### src/rtl/imm_enc_if.sv
// Handshake and data bundle for the immediate encoder: input word side and encoded output side.
interface imm_enc_if;
    logic        valid_i;
    logic        ready_o;
    logic [2:0]  sel_i;
    logic [31:0] imm_i;
    logic [31:0] instr_i;
    logic        valid_o;
    logic        ready_i;
    logic [31:0] instr_o;
    logic        err_o;

    modport slave (
        input  valid_i, sel_i, imm_i, instr_i, ready_i,
        output ready_o, valid_o, instr_o, err_o
    );

    modport master (
        output valid_i, sel_i, imm_i, instr_i, ready_i,
        input  ready_o, valid_o, instr_o, err_o
    );
endinterface

### src/rtl/imm_enc.sv
// Inserts an immediate into the type-specific fields of an instruction word and flags
// unrepresentable values; two-stage valid/ready pipeline with a saturating error counter.
module imm_enc #(
    parameter int unsigned ERR_CNT_W = 8
) (
    input  logic                 clk,
    input  logic                 rst,
    imm_enc_if.slave             bus,
    input  logic                 err_clr_i,
    output logic [ERR_CNT_W-1:0] err_cnt_o
);

    typedef enum logic [2:0] {
        SEL_DEFAULT = 3'd0,
        SEL_REGIMM  = 3'd1,
        SEL_LOAD    = 3'd2,
        SEL_STORE   = 3'd3,
        SEL_BRANCH  = 3'd4,
        SEL_JALR    = 3'd5,
        SEL_JAL     = 3'd6,
        SEL_UPPER   = 3'd7
    } sel_e;

    sel_e        sel;
    logic [31:0] imm;
    logic [31:0] enc_word;
    logic        enc_err;
    logic        hi11_ok, hi12_ok, hi20_ok;

    logic        s1_valid, s1_err;
    logic [31:0] s1_word;
    logic        s2_valid, s2_err;
    logic [31:0] s2_word;
    logic        s2_adv, s1_adv, in_hs, out_err_hs;

    assign sel = sel_e'(bus.sel_i);
    assign imm = bus.imm_i;

    // Sign-extension checks: the dropped high bits must all copy the field's top bit.
    assign hi11_ok = (&imm[31:11]) | ~(|imm[31:11]);
    assign hi12_ok = (&imm[31:12]) | ~(|imm[31:12]);
    assign hi20_ok = (&imm[31:20]) | ~(|imm[31:20]);

    always_comb begin
        enc_word = bus.instr_i;
        enc_err  = 1'b0;
        case (sel)
            SEL_REGIMM, SEL_LOAD, SEL_JALR: begin
                enc_word[31:20] = imm[11:0];
                enc_err         = !hi11_ok;
            end
            SEL_STORE: begin
                enc_word[31:25] = imm[11:5];
                enc_word[11:7]  = imm[4:0];
                enc_err         = !hi11_ok;
            end
            SEL_BRANCH: begin
                enc_word[31]    = imm[12];
                enc_word[30:25] = imm[10:5];
                enc_word[11:8]  = imm[4:1];
                enc_word[7]     = imm[11];
                enc_err         = !hi12_ok || imm[0];
            end
            SEL_JAL: begin
                enc_word[31]    = imm[20];
                enc_word[30:21] = imm[10:1];
                enc_word[20]    = imm[11];
                enc_word[19:12] = imm[19:12];
                enc_err         = !hi20_ok || imm[0];
            end
            SEL_UPPER: begin
                enc_word[31:12] = imm[19:0];
                enc_err         = |imm[31:20];
            end
            default: ;
        endcase
    end

    assign s2_adv      = !s2_valid || bus.ready_i;
    assign s1_adv      = s1_valid && s2_adv;
    assign bus.ready_o = !s1_valid || s2_adv;
    assign in_hs       = bus.valid_i && bus.ready_o;
    assign out_err_hs  = s2_valid && bus.ready_i && s2_err;

    always_ff @(posedge clk or negedge rst) begin
        if (!rst) begin
            s1_valid <= 1'b0;
            s1_word  <= '0;
            s1_err   <= 1'b0;
        end else if (in_hs) begin
            s1_valid <= 1'b1;
            s1_word  <= enc_word;
            s1_err   <= enc_err;
        end else if (s1_adv) begin
            s1_valid <= 1'b0;
        end
    end

    // Output data only changes when stage 1 advances, which keeps it stable under backpressure.
    always_ff @(posedge clk or negedge rst) begin
        if (!rst) begin
            s2_valid <= 1'b0;
            s2_word  <= '0;
            s2_err   <= 1'b0;
        end else if (s1_adv) begin
            s2_valid <= 1'b1;
            s2_word  <= s1_word;
            s2_err   <= s1_err;
        end else if (bus.ready_i) begin
            s2_valid <= 1'b0;
        end
    end

    always_ff @(posedge clk or negedge rst) begin
        if (!rst) begin
            err_cnt_o <= '0;
        end else if (err_clr_i) begin
            err_cnt_o <= '0;
        end else if (out_err_hs && (err_cnt_o != '1)) begin
            err_cnt_o <= err_cnt_o + 1'b1;
        end
    end

    assign bus.valid_o = s2_valid;
    assign bus.instr_o = s2_word;
    assign bus.err_o   = s2_err;

endmodule

### src/flat_wrapper.sv
// flat-port wrapper written by rule: the top's interface ports become plain ports
module imm_enc_flat 
#(
    parameter int unsigned ERR_CNT_W = 8
)
  (clk, rst, err_clr_i, err_cnt_o, bus_valid_i, bus_sel_i, bus_imm_i, bus_instr_i, bus_ready_i, bus_ready_o, bus_valid_o, bus_instr_o, bus_err_o);
  imm_enc_if bus_i ();
  input  logic clk;
  input  logic rst;
  input  logic err_clr_i;
  output logic [ERR_CNT_W-1:0] err_cnt_o;
  input wire logic [$bits(bus_i.valid_i)-1:0] bus_valid_i;
  input wire logic [$bits(bus_i.sel_i)-1:0] bus_sel_i;
  input wire logic [$bits(bus_i.imm_i)-1:0] bus_imm_i;
  input wire logic [$bits(bus_i.instr_i)-1:0] bus_instr_i;
  input wire logic [$bits(bus_i.ready_i)-1:0] bus_ready_i;
  output wire logic [$bits(bus_i.ready_o)-1:0] bus_ready_o;
  output wire logic [$bits(bus_i.valid_o)-1:0] bus_valid_o;
  output wire logic [$bits(bus_i.instr_o)-1:0] bus_instr_o;
  output wire logic [$bits(bus_i.err_o)-1:0] bus_err_o;
  assign bus_i.valid_i = bus_valid_i;
  assign bus_i.sel_i = bus_sel_i;
  assign bus_i.imm_i = bus_imm_i;
  assign bus_i.instr_i = bus_instr_i;
  assign bus_i.ready_i = bus_ready_i;
  assign bus_ready_o = bus_i.ready_o;
  assign bus_valid_o = bus_i.valid_o;
  assign bus_instr_o = bus_i.instr_o;
  assign bus_err_o = bus_i.err_o;
  imm_enc #(.ERR_CNT_W(ERR_CNT_W)) u_core (.clk(clk), .rst(rst), .bus(bus_i), .err_clr_i(err_clr_i), .err_cnt_o(err_cnt_o));
endmodule
### config.mk
export PLATFORM = sky130hd
export DESIGN_NAME = imm_enc_flat
export DESIGN_NICKNAME = d
export VERILOG_FILES = /design/src/rtl/imm_enc_if.sv /design/src/rtl/imm_enc.sv /design/src/flat_wrapper.sv
export SDC_FILE = /design/constraint.sdc
export NUM_CORES = 1
export LEC_CHECK = 0
export CORE_UTILIZATION = 40
export CTS_CLUSTER_DIAMETER = 100
export DETAILED_ROUTE_END_ITERATION = 8
export PLACE_DENSITY = 0.73
export SLEW_MARGIN = 25
export SYNTH_ARGS = -nofsm -noshare
export SYNTH_HDL_FRONTEND = slang
export SYNTH_SLANG_ARGS = --single-unit
### constraint.sdc
create_clock -name clk -period 1.3 [get_ports clk]
set_input_delay 0.325 -clock clk [delete_from_list [all_inputs] [get_ports clk]]
set_output_delay 0.325 -clock clk [all_outputs]
set_load 0.01 [all_outputs]
# Word level (Yosys, flattened, before mapping)
# Index checks and enable logic that the tools add are counted.
# word_totals
inputBits	72
wordCells	58
ff_bits	76
out_inout_bits	43
# classes
muxes	11
bitwise_logic	6
eq_ne	8
n_addsub	1
n_reduce_logical	25
# ops
cell	count
$pmux W7 S4	1
$reduce_and A21 Y1	1
$reduce_or A21 Y1	1
$reduce_and A20 Y1	1
$reduce_or A20 Y1	1
$mux W8	2
$pmux W8 S2	1
$pmux W5 S3	1
$eq A3 B3 Y1 const B	4
$reduce_and A12 Y1	1
$reduce_or A12 Y1	1
$pmux W5 S2	1
$add A8 B1 Y8 const B	1
$ne A8 B8 Y1 const B	1
$eq A3 B2 Y1 const B	2
$reduce_bool A2 Y1	3
$logic_and A1 B1 Y1	5
$logic_not A1 Y1	5
$logic_or A1 B1 Y1	4
$mux W1	4
$pmux W1 S4	1
$reduce_or A4 Y1	1
$eq A3 B1 Y1 const B	1
$not A1 Y1	3
2 further kinds	4

# Depth between registers and ports, before layout
# Gate-level depths: netlist (run 1).
# logic_depth
depth_word	6
ltp_mapped	8
ltp_nobuf	6

# Worst setup path after synthesis (run 1)
# No wires, ideal clock.
# synth_timing
path_kind	register -> register
startpoint	register u_core.err_cnt_o[0]
endpoint	register u_core.err_cnt_o[3]
setup_ns	0.078
stages_incl_launch_ff	6
setup_slack_ns	-0.136
required_time_ns	1.222
arrival_time_ns	1.359
path_buffers	0
cell_sequence	dfrtp_1 ha_1 nand3_1 o21ai_2 or3_1 a21oi_1
# synth_via
elab_chain_len	3
# synth_rtl
element	line_no	text
start, declared	imm_enc.sv:10	output logic [ERR_CNT_W-1:0] err_cnt_o
start signal, assigned	imm_enc.sv:120	err_cnt_o <= err_cnt_o + 1'b1;
$add A8 B1 Y8 or $ne A8 B8 Y1 (tied branches)	imm_enc.sv:120, imm_enc.sv:119	
$mux W8 or $logic_and A1 B1 Y1 (tied branches)	imm_enc.sv:119	end else if (out_err_hs && (err_cnt_o != '1)) begin
$mux W8 or $reduce_bool A2 Y1 (tied branches)	-	
# Parallel ways exist; a longest one is shown, timed or not. The select of a mux whose other input is x is not followed.
# A chain may end at the register's enable or synchronous reset.

# Final worst setup path (run 1)
# layout_timing
startpoint	register u_core.s2_valid, in the netlist u_core.bus.valid_o
endpoint	output bus_ready_o
# layout_via
elab_chain_len	3
# layout_rtl
element	line_no	text
start, declared	imm_enc.sv:32	logic s2_valid, s2_err;
start signal, assigned	imm_enc.sv:102	s2_valid <= 1'b0;
start signal, assigned	imm_enc.sv:106	s2_valid <= 1'b1;
start signal, assigned	imm_enc.sv:110	s2_valid <= 1'b0;
$logic_not A1 Y1	imm_enc.sv:79	assign s2_adv = !s2_valid || bus.ready_i;
$logic_or A1 B1 Y1	imm_enc.sv:79	
$logic_or A1 B1 Y1	imm_enc.sv:81	assign bus.ready_o = !s1_valid || s2_adv;
end, declared	flat_wrapper.sv:17	output wire logic [$bits(bus_i.ready_o)-1:0] bus_ready_o;
# No other way between the ends.

==> results of run 1 <==
Yosys cell counts, drive strengths merged (4+ instances only):
cell	number	share of area, %
a21oi	22	3.3
buf	18	2.8
dfrtp	76	51
inv	4	0.40
mux2	43	13
mux2i	22	5.9
nand2	43	4.3
nand3	6	0.80
nand3b	7	1.4
nand4	6	1.0
nor2	30	3.1
nor3	6	0.80
o21ai	40	5.5
o221ai	6	1.4
xnor2	5	1.2
repair_timing:
item	CTS	global route
resized for setup	174	84
gates cloned	3	2
hold buffers	1	0
setup endpoints to repair	117	93
pin swaps	15	9
hold endpoints to repair	17	0
setup buffers	10	7
through the flow:
stage / hold WS (ns) / area (µm²) / util [%]
floorplan: 0.0294 / 3820 / -
global placement: 0.226 / 5340 / 58.1
detailed placement: 0.227 / 5340 / 58.1
CTS: 0.389 / 5700 / 62.0
global route: 0.411 / 5860 / 63.8
finish: 0.397 / 5860 / 63.8
registers in the layout, indices dropped and copies added (netlist names):
register	count
u_core.s1_word	32
u_core.s1_err	1
u_core.err_cnt_o	8
u_core.s1_valid	1
u_core.bus.instr_o	32
u_core.bus.err_o	1
u_core.bus.valid_o	1
power by group:
group / leakage (nW) / internal (W) / switching (W)
registers: 0.932 / 0.00281 / 0.000258
clock network: 0.113 / 0.00113 / 0.000869
logic: 1.75 / 0.00130 / 0.000958
worst register-to-register path, stage by stage (launching register included):
cell     delay [ns]
dfrtp_1        0.37
buf_6          0.12
ha_4           0.14
nand3_4        0.06
o21ai_4        0.24
buf_6          0.15
mux2i_1        0.17
nor2_1         0.05
path summary, 6_finish.rpt:
path                                     startpoint                   to  slack, ns  depth (start not counted)
worst max-delay path             u_core.bus.valid_o          bus_ready_o      -0.18                          2
worst min-delay path                            rst    u_core.s1_word[6]       0.40                          2
worst max register to register  u_core.err_cnt_o[0]  u_core.err_cnt_o[1]      -0.12                          7
worst min register to register   u_core.s1_word[15]   u_core.s1_word[15]       0.49                          2
max in group asynchronous                       rst  u_core.err_cnt_o[3]       0.44                          3
min in group clk                        bus_valid_i      u_core.s1_valid       0.45                          2
cell families after synthesis:
kind of cell             share of synthesized area (%)
AO/OA/AOI/OAI                                     11.3
XOR/XNOR                                          1.40
adder cells (fa/ha/maj)                          0.332
buffers and inverters                             3.49
flip-flops                                        50.5
multiplexers                                      18.7
AND/OR/NAND/NOR                                   14.2
cell type report:
type / instances / area, µm²
multi-input combinational: 260 / 2000
inverter: 4 / 15.0
timing repair buffer: 181 / 1590
sequential: 76 / 1900
tap: 111 / 139
clock buffer: 11 / 141
fill: 747 / 3330
clock inverter: 5 / 75.1
routing by layer:
metal  wire length, µm  vias up  GRT usage [%]
met3               571       15           4.04
met2              5460      133           38.5
li1                  -     1633              -
met4               185        0           8.96
met5                 0        -              0
met1              4910     1631           27.5
==> flow_summary.yaml, run 1 <==
global_route:
  grt_usage_pct: 22.3
  grt_overflow_total: 0
  grt_start_max_net_pins: 38
  grt_pass1_vias: 3466
  grt_pass1_wl_mm: 16.8
  antenna_found_initial: 0
clock_network:
  root_buffer: "clkbuf_8"
  numCtsBuffers: 9
  clk_latency_ns: 0.35
  cts_sinks: 76
  path_clk_slew_ns: 0.08
  htree_levels: 3
  clockBufferDepth: 2
  cts_tree: "yes"
route:
  routed_via_density: 5.27
  drc: 0
  vias: 3412
  first_pass_iters: 4
  antenna_left: 0
  totalWireLength_mm: 11.1
  drtIter0Drc: 136
  drt-wirelength-per-cell_um: 17.2
layout:
  layout.cells.non_filler: 648
  syn_to_final_growth_pct: 55.8
  num_antenna_cells: 0
  fin_nets: 605
  drive_gt1_share_pct: 35.4
  final_common_cell: "dfrtp_1"
  final_cell_mix: "76 x dfrtp_1, 48 x clkdlybuf4s50_1, 47 x buf_4"
die:
  start_util_pct: 40.9
  io_pins: 115
  rows: 35
  core_um2: 9200
  die-area_um2: 9800
  die_y_um: 99
  fp.dieW_um: 99
synthesis:
  synthFlopType: "dfrtp_1"
  postSynthCellCount: 360
  yosysWarnings: 0
  synth_enable_flop_cells: 0
  ys_async_sr_fraction_pct: 100
  syn_area_um2: 3760
  synth.distinct_cells: 42
  ys_ff_latch: 76
  yosysSeqAreaShare_pct: 50.5
  syn_nets: 433
  synth_area_per_cell_um2: 10.5
critical_path:
  cp_cell_sequence: "nand3b_1 > buf_2"
  end_kind: "primary output"
  timing.critical_path.buf_inv: 1
  crit_arrival_ns: 1.15
  timing.critical_path.max_delay_family: "flip-flops"
  max_stage_delay_ns: 0.40
  startpoint_type: "register"
  path_class: "reg -> out"
  cpMaxStageDelayCell: "dfrtp_1"
  crit_required_ns: 0.98
  path_max_fanout: 4
place:
  numPlacedInstances: 609
  dp_worst_setup_slack_ns: -0.632
  gp_congestion: 0.930
  dp_hpwl_mm: 7.44
  io_buffers: 114
power:
  power.leakage_nw: 2.79
  power_density_nw_per_um2: 1250
  finalPower_w: 0.00732
  irDropWorstVdd_uv: 606
timing:
  worst_slew_pin_slew_ns: 0.365
  setup_viol: 34
  hold_viol_final: 0
  maxSlewViolCount: 0
  finalWorstSetupSlack_ns: -0.175
  rsz0062_at_grt: "true"
  fin_crit_ns: 1.48
  fin_setup_tns_ns: -1.27
  slew-limit-headroom_pct: 75.6
  worst_clock_skew_ns: 0.00645
  fmax_mhz: 678
  fin_crit_sh_pct: 113
run:
  drv_cap: 0
hold_path:
  hold_class: "in -> async"
run_status:
  violations: "negative setup slack"
  status: "finished with violations"
Power figures use the tool's default switching activity.
==> run 2, diff against run 1 <==
--- a/config.mk
+++ b/config.mk
@@ -5,6 +5,7 @@
 export SDC_FILE = /design/constraint.sdc
 export NUM_CORES = 1
 export LEC_CHECK = 0
+export ABC_CLOCK_PERIOD_IN_PS = 1300
 export CORE_UTILIZATION = 40
 export CTS_CLUSTER_DIAMETER = 100
 export DETAILED_ROUTE_END_ITERATION = 8
==> results of run 2 <==
Same layout as run 1: the final DEF is identical, and so are final timing and power.
